**config.mk**
```make
export PLATFORM = sky130hd
export DESIGN_NAME = freq_meter
export DESIGN_NICKNAME = d
export VERILOG_FILES = /design/src/rtl/freq_meter.sv
export SDC_FILE = /design/constraint.sdc
export NUM_CORES = 1
export LEC_CHECK = 0
export ABC_AREA = 1
export CAP_MARGIN = 20
export CORE_ASPECT_RATIO = 0.5
export CORE_MARGIN = 8
export CORE_UTILIZATION = 50
export DETAILED_ROUTE_END_ITERATION = 6
export PLACE_DENSITY_LB_ADDON = 0.08
export SETUP_SLACK_MARGIN = 0.2
export SLEW_MARGIN = 15
export SYNTH_ARGS = -nofsm -noshare
export SYNTH_HDL_FRONTEND = slang
export SYNTH_SLANG_ARGS = --single-unit
```
**constraint.sdc**
```tcl
create_clock -name clk -period 1.9 [get_ports clk]
set_clock_uncertainty 0.15 [all_clocks]
set_input_delay 0.19 -clock clk [delete_from_list [all_inputs] [get_ports clk]]
set_output_delay 0.19 -clock clk [all_outputs]
set_load 0.1 [all_outputs]
```
**src/rtl/freq_meter.sv**
```systemverilog
// Period and high-time meter for a slow asynchronous input, measured rising edge
// to rising edge in clk cycles, with saturating counters and a no-signal flag.
module freq_meter #(
   parameter int unsigned CNT_W = 16
) (
   input  logic             clk,
   input  logic             rst_n,
   input  logic             en,
   input  logic             sig_in,
   output logic [CNT_W-1:0] period,
   output logic [CNT_W-1:0] high_time,
   output logic             valid,
   output logic             ovf,
   output logic             no_sig
);

   typedef enum logic [1:0] {IDLE, ARM, MEAS} state_t;

   localparam logic [CNT_W-1:0] CNT_MAX = '1;

   state_t           state, state_nxt;
   logic             s1, s2, s3;
   logic             rise;
   logic             cap;
   logic [CNT_W-1:0] cnt, hacc;
   logic [CNT_W-1:0] cnt_nxt, hacc_nxt;

   assign rise = s2 & ~s3;

   always_ff @(posedge clk) begin
      if (!rst_n) state <= IDLE;
      else        state <= state_nxt;
   end

   // en low forces IDLE from any state, even on a rise in MEAS
   always_comb begin
      state_nxt = state;
      if (!en) begin
         state_nxt = IDLE;
      end else begin
         unique case (state)
            IDLE:    state_nxt = ARM;
            ARM:     if (rise) state_nxt = MEAS;
            MEAS:    state_nxt = MEAS;
            default: state_nxt = IDLE;
         endcase
      end
   end

   always_comb begin
      cap      = 1'b0;
      cnt_nxt  = '0;
      hacc_nxt = '0;
      no_sig   = (state == MEAS) && (cnt == CNT_MAX);
      if (en) begin
         unique case (state)
            ARM: begin
               if (rise) begin
                  cnt_nxt  = CNT_W'(1);
                  hacc_nxt = CNT_W'(1);
               end
            end
            MEAS: begin
               if (rise) begin
                  cap      = 1'b1;
                  cnt_nxt  = CNT_W'(1);
                  hacc_nxt = CNT_W'(1);
               end else begin
                  cnt_nxt  = (cnt == CNT_MAX) ? cnt : cnt + CNT_W'(1);
                  hacc_nxt = (s2 && hacc != CNT_MAX) ? hacc + CNT_W'(1) : hacc;
               end
            end
            default: ;
         endcase
      end
   end

   always_ff @(posedge clk) begin
      if (!rst_n) begin
         s1        <= 1'b0;
         s2        <= 1'b0;
         s3        <= 1'b0;
         cnt       <= '0;
         hacc      <= '0;
         period    <= '0;
         high_time <= '0;
         ovf       <= 1'b0;
         valid     <= 1'b0;
      end else begin
         s1    <= sig_in;
         s2    <= s1;
         s3    <= s2;
         cnt   <= cnt_nxt;
         hacc  <= hacc_nxt;
         valid <= cap;
         if (cap) begin
            period    <= cnt;
            high_time <= hacc;
            ovf       <= (cnt == CNT_MAX);
         end
      end
   end

endmodule

```
Yosys cells after proc, flatten, opt, wreduce, memory -nomap -nowiden:

Cells that the tools add are included.

* register bits after elaboration: 71
* bits of input ports: 4
* output and inout bits: 35
* logic and storage cells: 37

* add/sub/neg operators: 2
* eq/ne operators: 7
* multiplexer cells: 12
* bitwise logic cells: 2
* reduce and logical (&&, ||, !) cells: 4

Operator list (number)
* 16-bit two-way mux: 4
* 16-bit one-hot mux with 2 select lines: 2
* 16-bit by 1-bit adder with 16-bit output (second input constant): 2
* 16-bit == test (second input constant): 1
* 16-bit != test (second input constant): 1
* 2-bit one-hot mux with 3 select lines: 1
* 1-bit two-way mux: 4
* 3-bit by 2-bit != test with 1-bit output (second input constant): 1
* 3-bit != test (second input constant): 1
* 2-bit by 1-bit == test with 1-bit output (second input constant): 1
* 2-bit == test (second input constant): 1
* 1-bit logical AND: 2
* 2-bit logical NOT: 1
* 2-bit two-way mux: 1
* 2-bit != test (second input constant): 1
* 2-bit AND reduction: 1
* 1-bit bitwise AND: 1
* 1-bit NOT: 1

Longest topological paths before layout:

Gate-level depths: netlist of the first run.

* depth after elaboration: 5
* gate-level depth with buffers: 11

Worst setup path before layout of the first run:

Ideal clock, no wire load.

* path kind: register to output
* start point: register cnt[0]
* end point: output port no_sig
* data arrival time: 2.399 ns
* data required time: 1.560 ns
* setup slack: -0.839 ns
* cell stages (with the launch flop): 8
* buffers on the path: 0
* cells stage by stage: dfxtp_1 ha_1 nand3_2 nor2_4 nand3_2 nor2_4 inv_1 nor2_1

* cells in the longest elaborated chain, start to end: 2

Ends and longest elaborated chain
* start: declaration: line 25 `logic [CNT_W-1:0] cnt, hacc;`
* start signal: assignment: line 93 `cnt <= cnt_nxt;`
* 16-bit == test: line 54 `no_sig = (state == MEAS) && (cnt == CNT_MAX);`
* 1-bit logical AND: line 54
* end: declaration: line 14 `output logic no_sig`

Every way passes these cells.

Final worst setup path of the first run:

Same ends and word-level chain as after synthesis.

==> results of run 1 <==
## state kept, by name, summed over array words and instances (netlist names)
register and count:
state 2, s3 1, valid 1, hacc 16, ovf 1, s2 1, s1 1, high_time 16
period 16, cnt 16
## stage by stage
| step | utilization | TNS, ps | hold WS (ps) | instances |
|---|---|---|---|---|
| 2_1_floorplan | - | -41.5 | 138 | 449 |
| 3_3_place_gp | 0.609 | 0 | 250 | 580 |
| 3_5_place_dp | 0.609 | -2.42 | 251 | 580 |
| 4_1_cts | 0.678 | -49.4 | 241 | 603 |
| 5_1_grt | 0.740 | -100 | 251 | 618 |
| 6_report | 0.740 | -36.0 | 253 | 618 |
## cells by family after synthesis
group / synth area share
AO/OA/AOI/OAI: 0.178
flip-flops: 0.443
adder cells (fa/ha/maj): 0.0195
AND/OR/NAND/NOR: 0.274
buffers and inverters: 0.0859
## synth_stat cells
cell / instances
nand3_2: 2
clkbuf_1: 4
o211ai_1: 3
a211oi_1: 1
o21ai_4: 1
o21ai_1: 3
a21oi_1: 39
a22oi_1: 5
or2_2: 1
a21boi_0: 1
nor2_4: 4
dfxtp_1: 71
inv_2: 2
ha_1: 5
nor3_1: 7
buf_4: 3
a2bb2oi_1: 1
a21oi_2: 2
nor2_1: 54
a31oi_1: 1
nand2_1: 98
nand2_2: 5
nor2_2: 3
nand4_1: 4
buf_6: 1
inv_1: 49
buf_2: 7
o21ai_0: 47
nand3_1: 25
## cells in the final DEF, fill, tap and decap left out, drive strengths merged
master | synthesis | routed
o211ai | 3 | 3
a21boi | 1 | 1
o21ai | 51 | 51
nand2 | 103 | 107
a21oi | 41 | 41
clkdlybuf4s50 | 0 | 3
a31oi | 1 | 1
dfxtp | 71 | 71
a2bb2oi | 1 | 1
clkinv | 0 | 1
or2 | 1 | 1
nor2 | 61 | 61
buf | 11 | 74
nor3 | 7 | 7
a22oi | 5 | 5
inv | 51 | 51
nand3 | 27 | 27
nand4 | 4 | 4
a211oi | 1 | 1
ha | 5 | 5
clkbuf | 4 | 14
## tightest hold or removal path, stage by stage
cell	delay (ps)
clkdlybuf4s50_1	400
nand2_1	70
inv_1	30
## per-layer routing
| layer | GRT usage | routed length, um |
|---|---|---|
| met3 | 0.0700 | 644 |
| met5 | 0 | 0 |
| met1 | 0.238 | 4300 |
| met4 | 0.0658 | 263 |
| met2 | 0.317 | 4570 |
## cell type report
type                    instances  area [sq um]
inverters                      51           194
well taps                      88           110
repair buffers                 78           666
fillers                       462          1590
clock buffers                  13           260
flip-flops and latches         71          1440
clock inverters                 1          5.00
multi-input cells             316          1860
## worst max path at each step
| stage | startpoint | to | slack, ps | depth (start not counted) |
|---|---|---|---|---|
| finish | cnt[0]$_SDFFE_PN0P_ | no_sig | -40 | 8 |
| global route | cnt[0]$_SDFFE_PN0P_ | no_sig | -100 | 8 |
| CTS | cnt[0]$_SDFFE_PN0P_ | no_sig | -50 | 8 |
| detailed placement | state[0]$_SDFFE_PN0P_ | cnt[7]$_SDFFE_PN0P_ | -2 | 11 |
| global placement | hacc[0]$_SDFFE_PN0P_ | hacc[11]$_SDFFE_PN0P_ | 10 | 10 |
| floorplan | cnt[0]$_SDFFE_PN0P_ | no_sig | -40 | 7 |
## power by group through the flow
stage	registers (mW)	logic, mW	clock network [mW]
floorplan	1.57	0.0786	0
detailed placement	1.54	0.149	0
finish	1.50	0.216	1.54
global placement	1.54	0.146	0
global route	1.50	0.229	1.61
CTS	1.50	0.164	1.56
## timing repair
action,4_1_cts,5_1_grt
setup endpoints to repair,27,30
gates cloned,1,4
gates resized for setup,26,65
pin swaps,7,19
setup buffers,8,11
==> impl_metrics.tcl, run 1 <==
set metrics [dict create \
    outcome "finished with violations" \
    violations "setup timing" \
    place_hpwl_um 5940 \
    power_density_nw_per_um2 718 \
    core_area_sq_um 6130 \
    setup_violations 1 \
    worst_slew_pin_slew_ps 449 \
    p_switching_uw 754 \
    cts_hold_buf 0 \
    die_h_um 72.6 \
    root_buffer "clkbuf_16" \
    crit_path_start_kind "flip-flop" \
    die_w_um 129 \
    final.period_utilization 1.02 \
    cp.required_ps 1560 \
    syn_to_final_growth_pct 41.5 \
    design_area_sq_um 4540 \
    maxCapViolations 0 \
    crit_type "flip-flop to output port" \
    cpMostUsedCell "nor2_4" \
    overflow 0 \
    cts_max_level 3 \
    post-place-ws_ps -2.21 \
    clk_pin_slew_ps 60 \
    combPwrFrac 0.066 \
    clock_latency_ps 340 \
    rr_startpoint "hacc[0]$_SDFFE_PN0P_" \
    cts_buffers 9 \
    crit_buf_inv 2 \
    core.rowCount 20 \
    synthCells 449 \
    period_minus_slack_ps 1940 \
    synthTopCellsByArea "dfxtp_1 (44%), nand2_1 (11%), o21ai_0 (7.3%)" \
    yosysTopAreaCellShare 0.443 \
    crit_path_max_incr_delay_ps 360 \
    syn_area_per_cell_sq_um 7.14 \
    rsz0062_at_grt "true" \
    drc_errors 0 \
    slew-limit-headroom 0.700 \
    seq_area_frac_synth 0.443 \
    nets 536 \
    r2r_slack_ps 150 \
    antenna_found_initial 0 \
    p_total_mw 3.26 \
    drtIter0Drc 335 \
    fmax_mhz 517 \
    yosysWarnings 0 \
    path_max_fanout 2 \
    cp-end-kind "output port" \
    slew_viol_final 0 \
    grt_usage 0.196 \
    cts_sinks 71 \
    ios 39 \
    grt_pass1_wl_um 14600 \
    r2r-end "hacc[15]$_SDFFE_PN0P_" \
    mappedNetlistArea_sq_um 3210 \
    synth_top_cell_by_area "dfxtp_1" \
    io_buffers 38 \
    switching_share 0.231 \
    grt_max_degree 37 \
    drive_gt1_frac 0.311 \
    p_leak_nw 1.84 \
    hp-start "sig_in" \
    cts_max_path_buffers 2 \
    crit_arrival_ps 1600 \
    routed_via_density 5.45 \
    synth_cell_types 29 \
    start_util 0.523 \
    num_vias 3367 \
    vdd_ir_drop_max_v 0.000656 \
    dieArea_sq_um 9390 \
    wirelength_um 9780 \
    fin_ws_ps -36.0 \
    ant_nets 0 \
    crit_path_cell_trace "ha_4, nand3_4, nor2_4, nand3_2, nor2_4, inv_2, nor2_4, buf_12" \
    syn-num-nets 458 \
    gp_congestion 0.901 \
    place_area_sq_um 3730 \
    internal-power_mw 2.50 \
    hold_path_class "primary input to flip-flop" \
    p_seq_frac 0.461 \
    diodes 0 \
    drt_first_pass_iters 5 \
    cts_tree "done" \
    cp_slowest_cell "dfxtp_4" \
    grt_pass1_vias 3036 \
    crit_family "simple AND/OR/NAND/NOR gates" \
    hold_depth 3 \
    synth.ff_latch_count 71 \
    hold_end "s1$_SDFF_PN0_" \
    routedWlPerCell_um 15.8 \
    hold_violations 0 \
    pwr-share-clk 0.473 \
    r2r_cells 11 \
]
(Power assumes the default switching activity.)
==> inputs of run 2 (changes only) <==
- CAP_MARGIN: 20 -> 10
- SLEW_MARGIN: 15 -> 20
==> results of run 2 <==
No change in the layout: final DEF, timing and power equal those of run 1.
==> inputs of run 3 (changes only) <==
==> constraint.sdc (replaced) <==
create_clock -name clk -period 1.9 [get_ports clk]
set_clock_uncertainty 0.15 [all_clocks]
set_input_delay 0.38 -clock clk [delete_from_list [all_inputs] [get_ports clk]]
set_output_delay 0.38 -clock clk [all_outputs]
set_load 0.1 [all_outputs]
==> run 3 against run 2 <==
Against the previous run: the run still ends with setup timing left; sequential power hardly changed; fmax is 8.8% lower; non-clock buffer count is 1 higher; cell area is 7.0% higher; clock power hardly changed; global-route usage is 0.38 points higher; critical path type unchanged; critical endpoint unchanged.
==> impl_metrics.tcl, run 3 (synthesized netlist as in run 1, its figures left out) <==
set metrics [dict create \
    wirelength_um 9390 \
    p_leak_nw 1.92 \
    core_area_sq_um 6130 \
    drc_errors 0 \
    grt_usage 0.200 \
    vdd_ir_drop_max_v 0.000527 \
    design_area_sq_um 4850 \
    drtIter0Drc 253 \
    clk_pin_slew_ps 60 \
    final_cell_mix "nand2_1 (87), dfxtp_1 (63), nor2_1 (46)" \
    diodes 0 \
    cp_slowest_cell "dfxtp_2" \
    final.period_utilization 1.12 \
    hold_path_class "flip-flop to flip-flop" \
    slew-limit-headroom 0.778 \
    ant_nets 0 \
    overflow 0 \
    crit_path_start_kind "flip-flop" \
    antenna_found_initial 0 \
    grt.met1_usage 0.234 \
    gp_congestion 0.876 \
    root_buffer "clkbuf_16" \
    layout_commonest_cell "nand2_1" \
    clock_latency_ps 340 \
    drt_first_pass_iters 5 \
    grt_max_degree 37 \
    place_area_sq_um 4260 \
    grt_use_met2 0.334 \
    busiest_layer "met2" \
    fin_util 0.792 \
    cts_max_path_buffers 2 \
    p_total_mw 3.29 \
    fin_ws_ps -224 \
    cts_max_level 3 \
    syn_to_final_growth_pct 51.4 \
    routed_via_density 5.37 \
    dieArea_sq_um 9390 \
    cts_tree "done" \
    die_h_um 72.6 \
    worst_slew_pin_slew_ps 333 \
    grt_pass1_wl_um 14800 \
    met3_usage 0.0656 \
    rsz0062_at_grt "true" \
    violations "setup timing" \
    outcome "finished with violations" \
    cp-end-kind "output port" \
    start_util 0.523 \
    cts_buffers 9 \
    slew_viol_final 0 \
    routedWlPerCell_um 15.2 \
    io_buffers 38 \
    power_density_nw_per_um2 678 \
    crit_path_cell_trace "ha_4, nand3_4, nor2_4, nand3_2, nor2_4, inv_2, nor2_4, buf_12" \
    place_hpwl_um 6400 \
    crit_path_max_incr_delay_ps 350 \
    drive_gt1_frac 0.289 \
    cts_sinks 71 \
    cpMostUsedCell "nor2_4" \
    maxCapViolations 0 \
    setup_violations 1 \
    die_w_um 129 \
    path_max_fanout 2 \
    core.rowCount 20 \
    ios 39 \
    period_minus_slack_ps 2120 \
    crit_type "flip-flop to output port" \
    cp.required_ps 1370 \
    nets 534 \
    post-place-ws_ps -18.8 \
    fmax_mhz 471 \
    hold_violations 0 \
    crit_arrival_ps 1590 \
    grt_pass1_vias 3229 \
    num_vias 3314 \
]
run 3: cell types whose count changed in the layout (fill, tap and decap cells not counted), moves of 4 or more:
cell,delta
dfxtp_4,-4
dfxtp_2,+4
a22oi_1,+4
o21ai_0,+5
nand2_4,-7
buf_4,-33
a22oi_2,-4
nand3_2,-6
buf_12,+33
o21ai_1,-4
nand3_1,+6
run 3: layer usage:
metal | part of all wire | wire, um | vias to the layer above
met5 | 0 | 0 | -
met4 | 0.017 | 157 | 0
met3 | 0.074 | 699 | 20
met2 | 0.49 | 4560 | 112
met1 | 0.42 | 3980 | 1562
li1 | - | - | 1620
run 3: cell type report:
| class | count | area, sq um |
|---|---|---|
| well taps | 88 | 110 |
| inverters | 51 | 201 |
| multi-input cells | 313 | 1740 |
| repair buffers | 79 | 1090 |
| flip-flops and latches | 71 | 1430 |
| fillers | 426 | 1280 |
| clock buffers | 15 | 278 |
run 3: critical path, delay by kind of cell, from the launching register on:
family	cells	cell delay, ps
DFF	1	350
buffers and inverters	2	240
adders and majority gates	1	150
and+or+nand+nor	5	520
run 3: path summary, 6_finish.rpt:
check	from	end	slack (ps)	cells past startpoint
worst max-delay path	cnt[0]$_SDFFE_PN0P_	no_sig	-220	8
worst min-delay path	s1$_SDFF_PN0_	s2$_SDFF_PN0_	260	2
worst max register to register	hacc[0]$_SDFFE_PN0P_	hacc[10]$_SDFFE_PN0P_	210	10
worst min register to register	s1$_SDFF_PN0_	s2$_SDFF_PN0_	260	2
run 3: where the power goes:
part | total, mW | internal (mW) | switching (mW)
registers | 1.51 | 1.50 | 0.0109
logic | 0.207 | 0.0737 | 0.133
clock network | 1.57 | 0.984 | 0.586
run 3: what timing repair did:
item / CTS / global route
buffers inserted: 4 / 4
endpoints found under the setup margin: 29 / 36
cloned: 1 / 1
resized for setup: 13 / 54
pin swaps: 5 / 16
hold buffers: 0 / 0
run 3: through the flow:
stage / hold WS (ps) / setup TNS, ps / cells
after floorplan: 240 / -232 / 449
after global placement: 249 / -1.96 / 592
after detailed placement: 253 / -73.4 / 592
after CTS: 265 / -226 / 612
after global routing: 285 / -307 / 617
final: 262 / -224 / 617
